[src/rtl/lsu.sv]
// Load/store unit: validates one EXU memory op per handshake, runs a word-addressed
// req/ack bus transaction with byte strobes and formats load data for writeback.
module lsu #(
  parameter int unsigned MAX_WAIT = 16
) (
  input  logic        clk,
  input  logic        rst_n,
  input  logic        req_valid,
  output logic        req_ready,
  input  logic        req_we,
  input  logic [2:0]  req_funct3,
  input  logic [31:0] req_addr,
  input  logic [31:0] req_wdata,
  output logic [31:0] data_ram,
  output logic        done,
  output logic        err,
  output logic [1:0]  err_cause,
  output logic        mem_req,
  output logic        mem_we,
  output logic [31:0] mem_addr,
  output logic [3:0]  mem_wstrb,
  output logic [31:0] mem_wdata,
  input  logic        mem_ack,
  input  logic [31:0] mem_rdata
);

  typedef enum logic [0:0] {StIdle, StBus} state_e;

  localparam logic [7:0] WaitLimit = 8'(MAX_WAIT - 1);

  state_e      state;
  logic [7:0]  wait_cnt;
  logic [1:0]  off;
  logic [2:0]  funct3_q;

  logic        illegal;
  logic        misaligned;
  logic [31:0] st_wdata;
  logic [3:0]  st_wstrb;
  logic [31:0] rdata_shift;
  logic [15:0] rdata_half;
  logic [31:0] ld_data;

  assign req_ready = (state == StIdle);

  // Accept-time decode of the incoming op.
  always_comb begin
    illegal    = req_we ? (req_funct3 > 3'd2)
                        : (req_funct3 == 3'b011 || req_funct3[2:1] == 2'b11);
    misaligned = 1'b0;
    st_wdata   = req_wdata;
    st_wstrb   = 4'b1111;
    case (req_funct3[1:0])
      2'b00: begin
        st_wdata = {4{req_wdata[7:0]}};
        st_wstrb = 4'b0001 << req_addr[1:0];
      end
      2'b01: begin
        misaligned = req_addr[0];
        st_wdata   = {2{req_wdata[15:0]}};
        st_wstrb   = 4'b0011 << {req_addr[1], 1'b0};
      end
      2'b10:   misaligned = (req_addr[1:0] != 2'b00);
      default: misaligned = 1'b0;
    endcase
  end

  // Load formatting; funct3_q[2] set means zero-extend (LBU/LHU).
  always_comb begin
    rdata_shift = mem_rdata >> {off, 3'b000};
    rdata_half  = off[1] ? mem_rdata[31:16] : mem_rdata[15:0];
    case (funct3_q[1:0])
      2'b00:   ld_data = {{24{~funct3_q[2] & rdata_shift[7]}}, rdata_shift[7:0]};
      2'b01:   ld_data = {{16{~funct3_q[2] & rdata_half[15]}}, rdata_half};
      default: ld_data = mem_rdata;
    endcase
  end

  always_ff @(posedge clk or negedge rst_n) begin
    if (!rst_n) begin
      state     <= StIdle;
      wait_cnt  <= '0;
      off       <= '0;
      funct3_q  <= '0;
      data_ram  <= '0;
      done      <= 1'b0;
      err       <= 1'b0;
      err_cause <= '0;
      mem_req   <= 1'b0;
      mem_we    <= 1'b0;
      mem_addr  <= '0;
      mem_wstrb <= '0;
      mem_wdata <= '0;
    end else begin
      done <= 1'b0;
      err  <= 1'b0;
      case (state)
        StIdle: begin
          if (req_valid) begin
            if (illegal) begin
              err       <= 1'b1;
              err_cause <= 2'b11;
            end else if (misaligned) begin
              err       <= 1'b1;
              err_cause <= 2'b01;
            end else begin
              mem_req   <= 1'b1;
              mem_we    <= req_we;
              mem_addr  <= {req_addr[31:2], 2'b00};
              mem_wstrb <= req_we ? st_wstrb : 4'b0000;
              mem_wdata <= st_wdata;
              off       <= req_addr[1:0];
              funct3_q  <= req_funct3;
              wait_cnt  <= '0;
              state     <= StBus;
            end
          end
        end
        StBus: begin
          // Ack takes priority over a timeout in the same cycle.
          if (mem_ack) begin
            mem_req <= 1'b0;
            done    <= 1'b1;
            state   <= StIdle;
            if (!mem_we) begin
              data_ram <= ld_data;
            end
          end else if (wait_cnt == WaitLimit) begin
            mem_req   <= 1'b0;
            err       <= 1'b1;
            err_cause <= 2'b10;
            state     <= StIdle;
          end else begin
            wait_cnt <= wait_cnt + 8'd1;
          end
        end
        default: state <= StIdle;
      endcase
    end
  end

endmodule

[config.mk]
export PLATFORM = sky130hd
export DESIGN_NAME = lsu
export DESIGN_NICKNAME = d
export VERILOG_FILES = /design/src/rtl/lsu.sv
export SDC_FILE = /design/constraint.sdc
export NUM_CORES = 1
export LEC_CHECK = 0
export CORE_ASPECT_RATIO = 1.4
export CORE_MARGIN = 1
export CORE_UTILIZATION = 41
export DETAILED_ROUTE_END_ITERATION = 16
export PLACE_DENSITY_LB_ADDON = 0.25
export SYNTH_ARGS = -nofsm -noshare
export SYNTH_HDL_FRONTEND = slang
export SYNTH_SLANG_ARGS = --single-unit
[constraint.sdc]
create_clock -name clk -period 1.67 [get_ports clk]
set_clock_uncertainty 0.1 [all_clocks]
set_input_delay 0.334 -clock clk [delete_from_list [all_inputs] [get_ports clk]]
set_output_delay 0.334 -clock clk [all_outputs]
set_load 0.1 [all_outputs]
==> results of run 1 <==
[registers in the layout, summed over array words and instances, names as in the netlist]
signal / cells
mem_addr: 30
done: 1
funct3_q: 3
mem_req: 1
mem_wdata: 32
wait_cnt: 8
mem_we: 1
data_ram: 32
state: 1
err: 1
off: 2
mem_wstrb: 4
err_cause: 2
[through the flow]
| step | hold WS [ps] | std cells |
|---|---|---|
| after floorplan | -61.6 | 512 |
| after global placement | 166 | 940 |
| after detailed placement | 167 | 940 |
| after CTS | 145 | 993 |
| after global routing | 104 | 1004 |
| final | 114 | 1004 |
[cells by family (layout without fill, tap and decap cells)]
kind of cell             count (synthesis)  after routing  share of synthesized area (%)
adder cells (fa/ha/maj)                  5              5                           1.08
multiplexers                            75             75                           17.0
AO/OA/AOI/OAI                          141            141                           16.2
AND/OR/NAND/NOR                        117            117                           9.13
other                                    1              2                         0.0647
flip-flops                             118            118                           50.9
buffers and inverters                   53            360                           5.46
XOR/XNOR                                 1              1                          0.151
[layout make-up]
class | instances | share of cell area (%)
Clock buffer | 20 | 4.18
Inverter | 15 | 0.706
Tap cell | 185 | 2.07
Sequential cell | 118 | 26.5
Timing Repair Buffer | 313 | 38.6
Multi-Input combinational cell | 341 | 26.2
Clock inverter | 12 | 1.78
[power by group through the flow]
stage	sequential, mW	clock, mW	combinational, mW
final	5.15	4.15	15.0
after detailed placement	5.10	0	14.0
after CTS	5.09	4.16	14.4
after floorplan	11.3	0	2.04
after global placement	5.06	0	13.8
after global routing	5.25	4.33	15.3
[synthesized netlist by cell type (10+ instances only)]
cell and n:
mux2_4 40, mux2i_1 18, nor2_1 33, dfrtp_1 118, o22ai_1 10, clkbuf_1 20, nand2_1 49, a31oi_1 24
o21ai_0 21, mux2_2 16, a22o_1 19, a21oi_1 35, inv_1 15
[worst register-to-register path, stage by stage, from the launching register on]
cell	delay, ps
dfrtp_1	400
nor2b_4	180
and3_4	210
and3_4	210
buf_12	110
buf_12	130
buf_12	120
buf_16	130
mux2i_2	230
[metal layers]
| layer | routed length [um] | vias up | share of wire (%) |
|---|---|---|---|
| li1 | - | 2457 | - |
| met1 | 7790 | 2787 | 34 |
| met2 | 11700 | 395 | 52 |
| met3 | 1730 | 112 | 7.6 |
| met4 | 1490 | 0 | 6.6 |
| met5 | 0 | - | 0 |
[final timing paths]
path,start,to,slack (ps),cells past startpoint
worst max-delay path,state$_DFF_PN0_,mem_wstrb[1]$_DFFE_PN0P_,-230,8
worst min-delay path,req_funct3[0],funct3_q[0]$_DFFE_PN0P_,110,2
worst max register to register,state$_DFF_PN0_,mem_wstrb[1]$_DFFE_PN0P_,-230,8
worst min register to register,funct3_q[0]$_DFFE_PN0P_,funct3_q[0]$_DFFE_PN0P_,450,1
max in group asynchronous,rst_n,mem_addr[23]$_DFFE_PN0P_,620,3
min in group asynchronous,rst_n,data_ram[22]$_DFFE_PN0P_,260,2
[repair_timing]
action / 4_1_cts / 5_1_grt
pin swaps: 8 / 10
hold buffers: 1 / 0
cloned: 7 / 3
endpoints found under the setup margin: 110 / 115
setup buffers: 15 / 11
endpoints found under the hold margin: 21 / 0
resized for setup: 68 / 67
==> impl_metrics.env, run 1 <==
export IMPL_crit_path_max_fanout=6
export IMPL_cts_sinks=118
export IMPL_nFillCells=757
export IMPL_yosysWarnings=0
export IMPL_setup_viol=104
export IMPL_gr_usage_met1_pct=31.9
export IMPL_clockPowerShare_pct=17.1
export IMPL_path_buf_inv=4
export IMPL_synth_edff_count=0
export IMPL_switching_share_pct=49.3
export IMPL_clk_insertion_delay_late_ps=420
export IMPL_startpoint_type="register"
export IMPL_die_y_um=143
export IMPL_synthArstFlopShare_pct=100
export IMPL_rsz0062_at_grt="true"
export IMPL_postRouteAntennaNets=0
export IMPL_h_tree_depth=4
export IMPL_endpoint_kind="register"
export IMPL_switchingPower_mw=12.0
export IMPL_cts_root_buf="clkbuf_16"
export IMPL_boundaryPins=211
export IMPL_wl_per_cell_um=22.6
export IMPL_syn_area_per_cell_um2=11.3
export IMPL_pwr_share_seq_pct=21.2
export IMPL_outcome="complete, but fails checks"
export IMPL_maxSlewViolCount=0
export IMPL_crit_arrival_ps=2130
export IMPL_synth_top_area_share_pct=50.9
export IMPL_synthCells=511
export IMPL_min_period_ps=1900
export IMPL_multi_input_area_um2=2920
export IMPL_drive_gt1_share_pct=45.7
export IMPL_finalWorstSetupSlack_ps=-234
export IMPL_busiest_layer="met2"
export IMPL_gp_congestion=0.863
export IMPL_fin_tns_setup_ps=-14670
export IMPL_grt_pass1_wl_mm=32.2
export IMPL_critPathMostFrequentCell="buf_12"
export IMPL_synth_area_leader_cell="dfrtp_1"
export IMPL_fin_util_pct=80.6
export IMPL_use_met2_pct=51.8
export IMPL_via_per_inst=5.73
export IMPL_fmax_mhz=525
export IMPL_internal_power_mw=12.3
export IMPL_violations="setup timing"
export IMPL_antenna_cells=0
export IMPL_cts_tree="done"
export IMPL_maxCapViolCount=0
export IMPL_slowest_stage="dfrtp_1"
export IMPL_dp_slack_ps=-897
export IMPL_area_delta_synth_final_pct=92.5
export IMPL_fin_crit_sh_pct=114
export IMPL_min_path_type="input pin to register"
export IMPL_combinationalPowerShare_pct=61.7
export IMPL_cts_buffer_depth=2
export IMPL_hpwl_mm=14.2
export IMPL_power_mw=24.3
export IMPL_drc=0
export IMPL_final_hold_violation_count=0
export IMPL_vias=5751
export IMPL_io_buffers=208
export IMPL_synth_cell_types=49
export IMPL_clk_pin_slew_ps=60
export IMPL_mostFrequentLayoutCells="dfrtp_1 (117), buf_12 (117), clkdlybuf4s50_1 (95)"
export IMPL_drt_initial_drc_count=397
export IMPL_grt_overflow_total=0
export IMPL_num_nets_final=915
export IMPL_leakagePower_nw=4.92
export IMPL_synth_ff_type="dfrtp_1"
export IMPL_cts_buffers_inserted=17
export IMPL_start_util_pct=41.9
export IMPL_slowest_delay_ps=400
export IMPL_synth_seq_cells=118
export IMPL_drt_pass1_iter_count=7
export IMPL_ir_worst_vdd_v=0.00113
export IMPL_track_usage_pct=29.9
export IMPL_critPathKind="register to register"
export IMPL_rows=51
export IMPL_synthTopCellsByArea="dfrtp_1 (51%), mux2_4 (10%), nand2_1 (3.2%)"
export IMPL_seqCellArea_um2=2960
export IMPL_syn_cell_area_um2=5800
export IMPL_die_area_um2=14600
export IMPL_power_density_nw_per_um2=2170
export IMPL_crit_chain="nor2b_4, and3_4, and3_4, buf_12, buf_12, buf_12, buf_16, mux2i_2"
export IMPL_final_area_um2=11200
export IMPL_grt_max_degree=49
export IMPL_grt_pass1_vias=5800
export IMPL_dpl_cell_area_um2=9590
export IMPL_routed_wl_mm=22.7
export IMPL_yosysSeqAreaShare_pct=50.9
export IMPL_antenna_found_initial=0
export IMPL_globalRouteMet3Util_pct=7.64
export IMPL_crit_family="simple AND/OR/NAND/NOR gates"
export IMPL_core_area_um2=13800
export IMPL_critPathRequiredTime_ps=1900
export IMPL_fp_dieW_um=102
(Power assumes the default switching activity.)
==> run 2: changes to the inputs <==
--- a/config.mk
+++ b/config.mk
@@ -10,6 +10,7 @@
 export CORE_UTILIZATION = 41
 export DETAILED_ROUTE_END_ITERATION = 16
 export PLACE_DENSITY_LB_ADDON = 0.25
+export REMOVE_ABC_BUFFERS = 1
 export SYNTH_ARGS = -nofsm -noshare
 export SYNTH_HDL_FRONTEND = slang
 export SYNTH_SLANG_ARGS = --single-unit
==> impl_metrics.env, run 2 (synthesized netlist as in run 1, its figures left out) <==
export IMPL_outcome="complete, but fails checks"
export IMPL_violations="setup timing"
export IMPL_fin_crit_sh_pct=108
export IMPL_fin_util_pct=80.1
export IMPL_pwr_share_seq_pct=21.8
export IMPL_r2r_start="state$_DFF_PN0_"
export IMPL_rows=51
export IMPL_grt_overflow_total=0
export IMPL_fmax_mhz=554
export IMPL_reg_largest_list="data_ram (32), mem_wdata (32), mem_addr (30)"
export IMPL_internal_power_mw=11.8
export IMPL_hpwl_mm=13.6
export IMPL_area_delta_synth_final_pct=91.4
export IMPL_finalWorstSetupSlack_ps=-134
export IMPL_switching_share_pct=50.4
export IMPL_cts_tree="done"
export IMPL_ir_worst_vdd_v=0.00122
export IMPL_clk_pin_slew_ps=50
export IMPL_die_y_um=143
export IMPL_crit_start="state$_DFF_PN0_"
export IMPL_rsz0062_at_grt="true"
export IMPL_drt_initial_drc_count=354
export IMPL_postRouteAntennaNets=0
export IMPL_maxCapViolCount=0
export IMPL_grt_pass1_vias=5980
export IMPL_core_area_um2=13800
export IMPL_min_path_type="input pin to register"
export IMPL_via_per_inst=5.71
export IMPL_wl_per_cell_um=22.0
export IMPL_clockPowerShare_pct=14.9
export IMPL_gp_congestion=0.844
export IMPL_holdWs_ps=193
export IMPL_min_period_ps=1800
export IMPL_cts_buffers_inserted=17
export IMPL_crit_arrival_ps=1370
export IMPL_slowest_stage="dfrtp_1"
export IMPL_leakagePower_nw=4.87
export IMPL_mostFrequentLayoutCells="dfrtp_1 (116), buf_12 (116), clkdlybuf4s50_1 (95)"
export IMPL_critPathKind="register to output pin"
export IMPL_crit_path_max_fanout=5
export IMPL_hold_path_startpoint="req_funct3[0]"
export IMPL_die_area_um2=14600
export IMPL_io_buffers=208
export IMPL_track_usage_pct=29.3
export IMPL_drt_pass1_iter_count=6
export IMPL_setup_viol=83
export IMPL_slowest_delay_ps=420
export IMPL_cts_buffer_depth=2
export IMPL_maxSlewViolCount=0
export IMPL_drive_gt1_share_pct=47.2
export IMPL_routed_wl_mm=22.2
export IMPL_clk_insertion_delay_late_ps=420
export IMPL_critPathRequiredTime_ps=1240
export IMPL_start_util_pct=41.9
export IMPL_dp_cells=941
export IMPL_crit_chain="buf_4, buf_6, clkinvlp_4, buf_12"
export IMPL_grt_max_degree=42
export IMPL_endpoint_kind="output pin"
export IMPL_power_density_nw_per_um2=2140
export IMPL_drc=0
export IMPL_final_hold_violation_count=0
export IMPL_h_tree_depth=4
export IMPL_cts_sinks=118
export IMPL_crit_family="buffers and inverters"
export IMPL_path_buf_inv=4
export IMPL_antenna_found_initial=1
export IMPL_cts_root_buf="clkbuf_16"
export IMPL_num_nets_final=922
export IMPL_combinationalPowerShare_pct=63.4
export IMPL_startpoint_type="register"
export IMPL_switchingPower_mw=12.0
export IMPL_fp_dieW_um=102
export IMPL_stdcell_count=1013
export IMPL_boundaryPins=211
export IMPL_grt_pass1_wl_mm=32.1
export IMPL_vias=5784
==> run 2: changes by cell type in the layout (fill, tap and decap cells not counted), moves of 4 or more <==
cell       change
a31oi_1        -5
bufinv_16      -4
a21oi_2        +8
buf_4          -5
a21oi_1        -6
buf_6         +10
==> run 2: worst paths after layout <==
kind	cells after the start	slack, ps	end
max in group asynchronous	3	560	off[1]$_DFFE_PN0P_
min in group asynchronous	2	320	mem_req$_DFFE_PN0P_
min	3	190	funct3_q[0]$_DFFE_PN0P_
max	4	-130	req_ready
min reg2reg	2	450	data_ram[4]$_DFFE_PN0P_
max reg2reg	6	-130	off[0]$_DFFE_PN0P_
==> run 2: per-layer routing <==
layer | vias up | part of all wire (%) | track usage (%)
li1 | 2470 | - | -
met5 | - | 0 | 0
met3 | 99 | 7.2 | 5.97
met1 | 2841 | 34 | 33.3
met2 | 374 | 53 | 51.5
met4 | 0 | 5.3 | 14.6
==> run 2: cell type report <==
| type | instances | area [um2] |
|---|---|---|
| Inverter | 15 | 63.8 |
| Clock inverter | 8 | 72.6 |
| Timing Repair Buffer | 318 | 4270 |
| Clock buffer | 24 | 492 |
| Sequential cell | 118 | 2960 |
| Fill cell | 763 | 2750 |
| Timing Repair inverter | 1 | 7.51 |
| Tap cell | 185 | 231 |
| Antenna cell | 2 | 5.00 |
| Multi-Input combinational cell | 342 | 3000 |
==> run 2: worst register-to-register path: stages (launching register included) <==
cell	delay, ps
dfrtp_1	420
nor2b_4	130
and3_4	200
and3_4	230
buf_6	150
buf_8	140
mux2_4	310
==> run 2: through the flow <==
step | area, um2 | power [mW] | setup slack (ps) | setup TNS, ps
2_1_floorplan | 5540 | 13.2 | -1580 | -137620
3_3_place_gp | 9530 | 18.9 | -822 | -73450
3_5_place_dp | 9530 | 19.1 | -858 | -78030
4_1_cts | 10800 | 23.2 | -152 | -4740
5_1_grt | 11100 | 24.4 | -165 | -8870
6_report | 11100 | 23.7 | -134 | -5730
==> run 2: power by group through the flow <==
stage          clock (mW)  sequential [mW]  combinational [mW]
5_1_grt              3.69             5.28                15.4
6_report             3.53             5.17                15.0
3_3_place_gp            0             5.08                13.8
3_5_place_dp            0             5.12                14.0
2_1_floorplan           0             11.4                1.80
4_1_cts              3.52             5.12                14.5
==> run 2: what timing repair did <==
item | in CTS | in global routing
hold buffers | 1 | 0
pin swaps | 7 | 15
gates resized for setup | 97 | 73
endpoints found under the hold margin | 26 | 0
gates cloned | 10 | 1
endpoints found under the setup margin | 115 | 116
buffers inserted | 21 | 12
==> run 3: changes to the inputs <==
--- a/config.mk
+++ b/config.mk
@@ -5,6 +5,7 @@
 export SDC_FILE = /design/constraint.sdc
 export NUM_CORES = 1
 export LEC_CHECK = 0
+export ABC_AREA = 0
 export CORE_ASPECT_RATIO = 1.4
 export CORE_MARGIN = 1
 export CORE_UTILIZATION = 41
==> results of run 3 <==
Final layout, timing and power as in run 2 (identical DEF).
